<file path="src/rtl/cordic_pkg.sv">
// Shared definitions for the linear-mode CORDIC blocks (multiply and
// reciprocal/division). Holds the default fixed-point format, the
// four-state sequencing encoding, the output saturation limits and the
// Q6.11 representation of 1.0.
package cordic_pkg;

  localparam int WORD_LENGTH_DEF = 18;
  localparam int FRAC_BITS_DEF   = 11;

  typedef enum logic [1:0] {
    ST_IDLE = 2'd0,
    ST_NORM = 2'd1,
    ST_ITER = 2'd2,
    ST_DONE = 2'd3
  } cordic_state_e;

  localparam logic [WORD_LENGTH_DEF-1:0] SAT_MAX = 18'h1FFFF;
  localparam logic [WORD_LENGTH_DEF-1:0] SAT_MIN = 18'h20000;
  localparam logic [WORD_LENGTH_DEF-1:0] ONE_Q   = 18'd2048;

endpackage

</file>
<file path="src/rtl/cordic_norm_shift.sv">
// Leading-sign detector for the CORDIC operand normaliser.
// Returns the smallest shift k in 0..MAX_SHIFT for which din >>> k lies in
// the CORDIC linear convergence range [-2.0, 2.0).
// Ports:
//   din  in   WORD_LENGTH  signed operand, FRAC_BITS fractional bits
//   k    out  3            normalisation shift
module cordic_norm_shift #(
  parameter int WORD_LENGTH = 18,
  parameter int FRAC_BITS   = 11,
  parameter int MAX_SHIFT   = 6
) (
  input  logic signed [WORD_LENGTH-1:0] din,
  output logic        [2:0]             k
);

  localparam logic signed [WORD_LENGTH-1:0] LIM_HI = WORD_LENGTH'((2 << FRAC_BITS) - 1);
  localparam logic signed [WORD_LENGTH-1:0] LIM_LO = WORD_LENGTH'(-(2 << FRAC_BITS));

  logic signed [WORD_LENGTH-1:0] shifted;

  // Scan from the largest shift down so the last hit is the smallest k.
  always_comb begin
    k       = 3'(MAX_SHIFT);
    shifted = din;
    for (int j = MAX_SHIFT; j >= 0; j--) begin
      shifted = din >>> j;
      if (shifted >= LIM_LO && shifted <= LIM_HI) begin
        k = 3'(j);
      end
    end
  end

endmodule

</file>
<file path="src/rtl/multiply_cordic.sv">
// Iterative linear-mode CORDIC multiplier (rotation mode): product = A * B.
// Operands and result are signed Q6.11. B is pre-normalised into [-2, 2),
// the micro-rotations accumulate A * (B / 2^k), and the result is scaled
// back by 2^k, rounded half-up and saturated.
// Ports:
//   CLK      in   1            clock, rising edge
//   RST      in   1            synchronous reset, active low
//   Enable   in   1            start strobe, sampled only when idle
//   Input_A  in   WORD_LENGTH  multiplicand, signed Q6.11
//   Input_B  in   WORD_LENGTH  multiplier, signed Q6.11
//   product  out  WORD_LENGTH  A*B, signed Q6.11, saturated
//   Valid    out  1            one-cycle pulse when product updates
//
// state | meaning
// IDLE  | waiting for Enable; operands captured on start
// NORM  | pick shift k for B, load x/y/z accumulators
// ITER  | one micro-rotation per cycle, ITERATIONS cycles
// DONE  | rescale, round, saturate, pulse Valid
module multiply_cordic
  import cordic_pkg::*;
#(
  parameter int WORD_LENGTH = WORD_LENGTH_DEF,
  parameter int FRAC_BITS   = FRAC_BITS_DEF,
  parameter int ITERATIONS  = 18,
  parameter int MAX_SHIFT   = 6
) (
  input  logic                   CLK,
  input  logic                   RST,
  input  logic                   Enable,
  input  logic [WORD_LENGTH-1:0] Input_A,
  input  logic [WORD_LENGTH-1:0] Input_B,
  output logic [WORD_LENGTH-1:0] product,
  output logic                   Valid
);

  localparam int XW = WORD_LENGTH + ITERATIONS + 1;   // x/y accumulators
  localparam int ZW = WORD_LENGTH + MAX_SHIFT;        // angle accumulator
  localparam int ZF = FRAC_BITS + MAX_SHIFT;          // z fractional bits
  localparam int RW = XW + MAX_SHIFT + 1;             // rescaled result
  localparam int CW = $clog2(ITERATIONS + 1);

  localparam logic signed [RW-1:0] R_MAX = {{(RW-WORD_LENGTH){1'b0}}, SAT_MAX};
  localparam logic signed [RW-1:0] R_MIN = {{(RW-WORD_LENGTH){1'b1}}, SAT_MIN};

  cordic_state_e state_q, state_d;
  logic [WORD_LENGTH-1:0] a_q, a_d;
  logic [WORD_LENGTH-1:0] b_q, b_d;
  logic signed [XW-1:0] x_q, x_d;
  logic signed [XW-1:0] y_q, y_d;
  logic signed [ZW-1:0] z_q, z_d;
  logic [CW-1:0] cnt_q, cnt_d;
  logic [2:0] k_q, k_d;
  logic [WORD_LENGTH-1:0] product_q, product_d;
  logic valid_q, valid_d;

  logic [2:0] norm_k;
  logic signed [ZW-1:0] z_load;
  logic signed [ZW-1:0] z_step;
  logic signed [XW-1:0] x_shift;
  logic signed [RW-1:0] y_ext;
  logic signed [RW-1:0] r_full;
  logic signed [RW-1:0] r_rnd;

  cordic_norm_shift #(
    .WORD_LENGTH (WORD_LENGTH),
    .FRAC_BITS   (FRAC_BITS),
    .MAX_SHIFT   (MAX_SHIFT)
  ) u_norm (
    .din (b_q),
    .k   (norm_k)
  );

  always_comb begin
    state_d   = state_q;
    a_d       = a_q;
    b_d       = b_q;
    x_d       = x_q;
    y_d       = y_q;
    z_d       = z_q;
    cnt_d     = cnt_q;
    k_d       = k_q;
    product_d = product_q;
    valid_d   = 1'b0;

    // Widening B by MAX_SHIFT zero LSBs keeps its value with ZF fraction
    // bits, so the arithmetic shift by k is exact.
    z_load  = {b_q, {MAX_SHIFT{1'b0}}};
    z_step  = ZW'(1) << (CW'(ZF) - cnt_q);
    x_shift = x_q >>> cnt_q;
    y_ext   = {{(RW-XW){y_q[XW-1]}}, y_q};
    // y carries FRAC_BITS+ITERATIONS fraction bits; add half an output LSB
    // before dropping ITERATIONS bits to round half-up.
    r_full  = (y_ext <<< k_q) + (RW'(1) <<< (ITERATIONS - 1));
    r_rnd   = r_full >>> ITERATIONS;

    case (state_q)
      ST_IDLE: begin
        if (Enable) begin
          a_d     = Input_A;
          b_d     = Input_B;
          state_d = ST_NORM;
        end
      end
      ST_NORM: begin
        x_d     = {{(XW-WORD_LENGTH-ITERATIONS){a_q[WORD_LENGTH-1]}}, a_q, {ITERATIONS{1'b0}}};
        y_d     = '0;
        z_d     = z_load >>> norm_k;
        k_d     = norm_k;
        cnt_d   = '0;
        state_d = ST_ITER;
      end
      ST_ITER: begin
        if (!z_q[ZW-1]) begin
          y_d = y_q + x_shift;
          z_d = z_q - z_step;
        end else begin
          y_d = y_q - x_shift;
          z_d = z_q + z_step;
        end
        cnt_d = cnt_q + 1'b1;
        if (cnt_q == CW'(ITERATIONS - 1)) begin
          state_d = ST_DONE;
        end
      end
      ST_DONE: begin
        if (r_rnd > R_MAX) begin
          product_d = SAT_MAX;
        end else if (r_rnd < R_MIN) begin
          product_d = SAT_MIN;
        end else begin
          product_d = r_rnd[WORD_LENGTH-1:0];
        end
        valid_d = 1'b1;
        state_d = ST_IDLE;
      end
      default: state_d = ST_IDLE;
    endcase
  end

  always_ff @(posedge CLK) begin
    if (!RST) begin
      state_q   <= ST_IDLE;
      a_q       <= '0;
      b_q       <= '0;
      x_q       <= '0;
      y_q       <= '0;
      z_q       <= '0;
      cnt_q     <= '0;
      k_q       <= '0;
      product_q <= '0;
      valid_q   <= 1'b0;
    end else begin
      state_q   <= state_d;
      a_q       <= a_d;
      b_q       <= b_d;
      x_q       <= x_d;
      y_q       <= y_d;
      z_q       <= z_d;
      cnt_q     <= cnt_d;
      k_q       <= k_d;
      product_q <= product_d;
      valid_q   <= valid_d;
    end
  end

  assign product = product_q;
  assign Valid   = valid_q;

endmodule

</file>
<file path="config.mk">
export PLATFORM = sky130hd
export DESIGN_NAME = multiply_cordic
export DESIGN_NICKNAME = d
export VERILOG_FILES = /design/src/rtl/cordic_pkg.sv /design/src/rtl/cordic_norm_shift.sv /design/src/rtl/multiply_cordic.sv
export SDC_FILE = /design/constraint.sdc
export NUM_CORES = 1
export LEC_CHECK = 0
export CORE_ASPECT_RATIO = 1.1
export CORE_UTILIZATION = 50
export CTS_BUF_LIST = sky130_fd_sc_hd__clkbuf_8
export CTS_CLUSTER_SIZE = 24
export DETAILED_ROUTE_END_ITERATION = 12
export DONT_BUFFER_PORTS = 1
export GPL_TIMING_DRIVEN = 0
export PLACE_DENSITY = 0.61
export SLEW_MARGIN = 30
export SYNTH_ARGS = -nofsm -noshare
export SYNTH_HDL_FRONTEND = slang
export SYNTH_SLANG_ARGS = --single-unit
export TNS_END_PERCENT = 50
</file>
<file path="constraint.sdc">
create_clock -name CLK -period 5.9 [get_ports CLK]
set_input_delay 0.59 -clock CLK [delete_from_list [all_inputs] [get_ports CLK]]
set_output_delay 0.59 -clock CLK [all_outputs]
set_load 0.02 [all_outputs]
</file>
== Word-level counts from Yosys, hierarchy flattened ==
Cells that the tools add are included.

* Bits in registers: 144
* Latch bits: 0
* Memory bits (writable): 0
* Bits in read-only memories: 0
* Input bits: 39
* Output and inout port bits: 19
* Word-level logic and storage cells: 68
* Memories: 0

* $add $sub $neg: 7
* Multiply operators: 0
* Divide/modulo/power cells: 0
* Order comparisons: 14
* Equality and inequality tests: 6
* Shift-type cells: 4
* Multiplexer cells: 17
* Bitwise gates (word level): 0
* Reductions and logical operators: 10

{| class="wikitable"
|+ Operator list
! kind !! number
|-
| $pmux 37 s2 || 1
|-
| $pmux 24 s2 || 1
|-
| $add 44x19->44 const B || 1
|-
| $sshl 37x3->44 || 1
|-
| $add 37x37->37 || 1
|-
| $mux 37 || 1
|-
| $sshr 36x5->37 || 1
|-
| $sub 37x37->37 || 1
|-
| $mux 18 || 2
|-
| $gt 26x18->1 const B || 1
|-
| $lt 26x18->1 const B || 1
|-
| $add 24x24->24 || 1
|-
| $mux 24 || 1
|-
| $shl 1x5->24 const A || 1
|-
| $sshr 24x3->24 || 1
|-
| $sub 24x24->24 || 1
|-
| $ge 18x13->1 const B || 1
|-
| $le 18x13->1 const B || 1
|-
| $ge 17x13->1 const B || 1
|-
| $le 17x13->1 const B || 1
|-
| $ge 16x13->1 const B || 1
|-
| $le 16x13->1 const B || 1
|-
| $ge 15x13->1 const B || 1
|-
| $le 15x13->1 const B || 1
|-
| 19 further kinds || 33
|}

== Logic depth before layout (Yosys ltp) ==
* Word-level depth: 10
* Gate-level depth with buffers: 29
* Depth with buffers taken out: 24

== By module ==
A second synthesis with hierarchy kept.

* Cell total of the unflattened synthesis: 1902
* Area total of the unflattened synthesis: 14802.9 um^2

{| class="wikitable"
|+ Modules (own cells, without submodules)
! module !! times used !! cells each !! area an instance (um^2) !! seq. area each (um^2)
|-
| multiply_cordic || 1 || 1871 || 14592.7 || 2882.8
|-
| cordic_norm_shift || 1 || 31 || 210.2 || 0.0
|}

== Least setup slack after synthesis ==
No wires, ideal clock.

* Kind: reg2reg
* Start point: reg cnt_q[1]
* End point: reg y_q[36]
* Setup time: 0.117 ns
* Data arrival time: 5.251 ns
* Required time: 5.783 ns
* Slack: 0.533 ns
* Stages on the path, launching flop included: 23
* Path buffers: 3
* Clock period less this slack: 5.367 ns
* Cell sequence: dfxtp_1 buf_6 buf_8 buf_2 mux4_2 a22oi_2 o31ai_1 o41ai_2 nand3b_2 or4_4 o21ai_0 xnor2_1 ha_1 a21o_1 a21o_1 a21o_1 or3_1 o31ai_1 nor3_1 o41ai_1 xor2_1 o22ai_2 a22o_1

* Word-level cells in the longest chain between the ends: 4
* Elaborated cells on any way between the ends: 5
* Classes of those cells: add/sub (2); shift (1); mux (2)

{| class="wikitable"
|+ RTL lines
! what !! RTL line !! text
|-
| from (decl) || multiply_cordic.sv:51 || <nowiki>logic [CW-1:0] cnt_q, cnt_d;</nowiki>
|-
| from (signal assigned) || multiply_cordic.sv:159 || <nowiki>cnt_q <= cnt_d;</nowiki>
|-
| $sshr 36x5->37 (*) || multiply_cordic.sv:89 || <nowiki>x_shift = x_q >>> cnt_q;</nowiki>
|-
| $add 37x37->37 / $sub 37x37->37 (equally long branches) || multiply_cordic.sv:114, multiply_cordic.sv:117 ||
|-
| $mux 37 (*) || multiply_cordic.sv:113 || <nowiki>if (!z_q[ZW-1]) begin</nowiki>
|-
| $pmux 37 s2 (*) || multiply_cordic.sv:96 || <nowiki>case (state_q)</nowiki>
|-
| to (signal assigned) || multiply_cordic.sv:157 || <nowiki>y_q <= y_d;</nowiki>
|-
| to (decl) || multiply_cordic.sv:49 || <nowiki>logic signed [XW-1:0] y_q, y_d;</nowiki>
|}

Mark *: on every way between the ends. The rest lies on a longest branch, timed or not.
A chain may end at the register's enable or synchronous reset.

== Final worst setup path ==
Ends and elaborated chain as after synthesis.

==> reports/metrics.yaml <==
status: "finished clean"
drt_iter0_markers: 1000
ant_nets: 0
wl_met2_mm: 22.8
multi_input_area_sq_um: 11000
synthArstFlopShare_pct: 0
clock_path_buffers: 2
syn_nets: 1989
finalMaxSlewViolations: 0
finalSetupViolations: 0
grt-ovfl-total: 0
worst_pin_slew_ns: 0.897
insertion_delay_ns: 0.50
fill_cells: 2784
cts_sinks: 144
routed.top_layer: "met4"
ir_worst_vdd_v: 0.000261
cp.arrival_ns: 6.18
initial_core_util_pct: 51.2
first_global_vias: 13300
syn_area_sq_um: 14400
timing.final.crit_share_pct: 98.0
start_kind: "register"
hold_depth: 2
clk_pin_slew_ns: 0.10
cts_inserted_buffers: 17
antenna_found_initial: 0
ys_seq_area_share_pct: 20.1
detailed_place_hpwl_mm: 36.7
postLayoutCoreUtil_pct: 55.5
routabilityCongestion: 0.992
numPortBuffers: 0
drive_above_1_share_pct: 12.6
p_leak_uw: 0.00615
criticalPathCategory: "reg2reg"
synth-main-ff-cell: "dfxtp_1"
dpl_cell_area_sq_um: 14800
cts_tree: "done"
die_y_microns: 180
htree_num_levels: 4
synth_edf_count: 0
die_area_sq_um: 29400
met3WireLength_mm: 2.53
max_cap_violations: 0
routed_wl_mm: 47.4
drcViolationCount: 0
grt_pass1_wl_mm: 73.7
avgSynthCellArea_sq_um: 7.66
ys_types: 107
hold_violations: 0
hold-path-endpoint: "b_q[4]"
crit_path_end_kind: "register"
core_area_sq_um: 28000
fp.dieW_microns: 164
reg2reg_from: "cnt_q[1]"
fmax_mhz: 173
cts_root_buf: "clkbuf_8"
clock_skew_ns: 0.0145
wl_per_cell_microns: 20.8
place_ws_ns: -0.564
crit_fanout: 10
cp.required_ns: 6.29
p_per_area_nw_per_um2: 414
grt_max_degree: 17
r2r-end: "y_q[36]"
syn_inst: 1874
viasPerCell: 6.29
slew_headroom_pct: 40.2
hp-start: "Input_B[4]"
min_period_ns: 5.78
m1WireLength_mm: 20.8
final_cell_count_no_fill: 2283
hp-class: "in2reg"
syn2layout_area_growth_pct: 8.32
synth-seq-cells: 144
yosysWarnings: 0
rows: 64
placedCellCount: 2237
fin_ws_ns: 0.117
nNetsFinal: 2022
via_count: 14400
reg2regPathDepth: 23
rrSetupSlack_ns: 0.12
ios: 58
drt_pass1_iterations: 6
regArea_sq_um: 2890
track_usage_pct: 31.8
design_area_sq_um: 15500
p_total_uw: 6430
antenna_cells: 0
## through the flow
stage | TNS (ns) | hold WS, ns
floorplan | 0 | 0.436
global placement | -2.01 | 0.446
detailed placement | -1.89 | 0.449
CTS | 0 | 0.215
global route | -0.104 | 0.215
finish | 0 | 0.224
## how the worst max path moves through the flow
stage,startpoint,to,cells past startpoint
after floorplan,cnt_q[1],y_q[36],22
after global placement,cnt_q[1],y_q[36],22
after detailed placement,cnt_q[1],y_q[36],22
after CTS,cnt_q[1],y_q[36],23
after global routing,cnt_q[1],z_q[22],27
final,cnt_q[1],y_q[36],23
## per-layer routing
| layer | GRT usage (%) | vias up |
|---|---|---|
| li1 | - | 6922 |
| met1 | 41.0 | 6818 |
| met2 | 54.4 | 537 |
| met3 | 4.08 | 93 |
| met4 | 10.2 | 0 |
| met5 | 0 | - |
## registers in the layout (all words and copies together), names as in the netlist
| signal | flops |
|---|---|
| Valid | 1 |
| a_q | 18 |
| b_q | 18 |
| cnt_q | 5 |
| k_q | 3 |
| product | 18 |
| state_q | 2 |
| x_q | 18 |
| y_q | 37 |
| z_q | 24 |
## worst max-delay path: stages, from the launching register on
cell	delay (ns)
dfxtp_4	0.38
buf_6	0.15
buf_8	0.15
buf_8	0.15
buf_6	0.17
mux4_2	0.39
o22ai_4	0.20
nor2_1	0.10
nor4_2	0.37
nand4_2	0.23
or4_4	0.49
nor2b_2	0.16
nor2_1	0.06
xnor2_1	0.25
ha_2	0.36
a21o_1	0.18
a21o_1	0.17
or3_1	0.39
o31ai_4	0.27
nor3_2	0.10
o41ai_2	0.34
xor2_1	0.32
o22ai_2	0.10
a22o_1	0.21
## placed cells by master, fill, tap and decap left out, types with 19 or more instances in the layout
cell type  count
mux4_2        33
clkbuf_1      56
o21ai_0      111
ha_1          71
a21oi_1      184
xnor2_1       51
buf_4         25
mux2_2        32
inv_1         35
nand2b_1      20
nand3_1       40
dfxtp_1      141
xor2_1        57
nor3_1        30
a21o_1        38
a22oi_1       24
a31oi_1       27
mux2i_1      100
and3_1        19
o21a_1        22
nand2_1      256
nor2_1       184
## synthesized netlist by cell type, types with 9 or more instances
| cell | n | area, sq um |
|---|---|---|
| a21o_1 | 38 | 285 |
| buf_2 | 13 | 65.1 |
| a31oi_1 | 28 | 175 |
| nor2b_1 | 14 | 87.6 |
| a211oi_1 | 20 | 150 |
| and3_1 | 19 | 119 |
| nor4_1 | 11 | 68.8 |
| mux2_2 | 32 | 360 |
| buf_1 | 19 | 71.3 |
| clkbuf_1 | 65 | 244 |
| o211ai_1 | 14 | 105 |
| o21a_1 | 22 | 165 |
| mux4_2 | 31 | 698 |
| or2_2 | 12 | 75.1 |
| nand2_1 | 257 | 965 |
| a22oi_1 | 25 | 188 |
| o31ai_1 | 12 | 90.1 |
| nand3_1 | 40 | 200 |
| inv_1 | 34 | 128 |
| nor2_1 | 188 | 706 |
| and2_1 | 12 | 75.1 |
| nand4_1 | 9 | 56.3 |
| nand2b_1 | 20 | 125 |
| xnor2_1 | 53 | 464 |
| dfxtp_1 | 144 | 2880 |
| o22ai_1 | 12 | 75.1 |
| xor2_1 | 57 | 499 |
| nor3_1 | 32 | 160 |
| o21ai_0 | 115 | 576 |
| ha_1 | 74 | 926 |
| mux2i_1 | 103 | 1030 |
| a21oi_1 | 185 | 926 |
## power by group
group / leakage [uW] / switching [uW] / internal (uW) / total [uW]
clock network: 0.000193 / 488 / 346 / 834
registers: 0.00117 / 202 / 1150 / 1350
logic: 0.00479 / 2560 / 1690 / 4250
total: 0.00615 / 3250 / 3180 / 6430
## repair_timing
item	4_1_cts	5_1_grt
setup buffers	2	13
setup endpoints to repair	10	16
cloned	0	0
pin swaps	8	15
hold buffers	0	0
resized for setup	22	56
## layout make-up
class / instances / area share [%]
multi-input cells: 1573 / 70.5
flip-flops and latches: 144 / 18.6
plain buffers: 115 / 3.84
well taps: 363 / 2.92
clock buffers: 17 / 1.51
inverters: 41 / 0.998
clock inverters: 15 / 0.966
repair buffers: 15 / 0.724
## cell families (layout without fill, tap and decap cells)
kind of cell,count (synthesis),after routing,share of synthesized area (%)
buf+inv,157,203,5.07
simple gates,657,657,21.2
mux,171,171,15.3
compound gates,559,559,24.9
fa+ha+maj,76,76,6.73
flops,144,144,20.1
xor+xnor,110,110,6.71
Power figures use the tool's default switching activity.
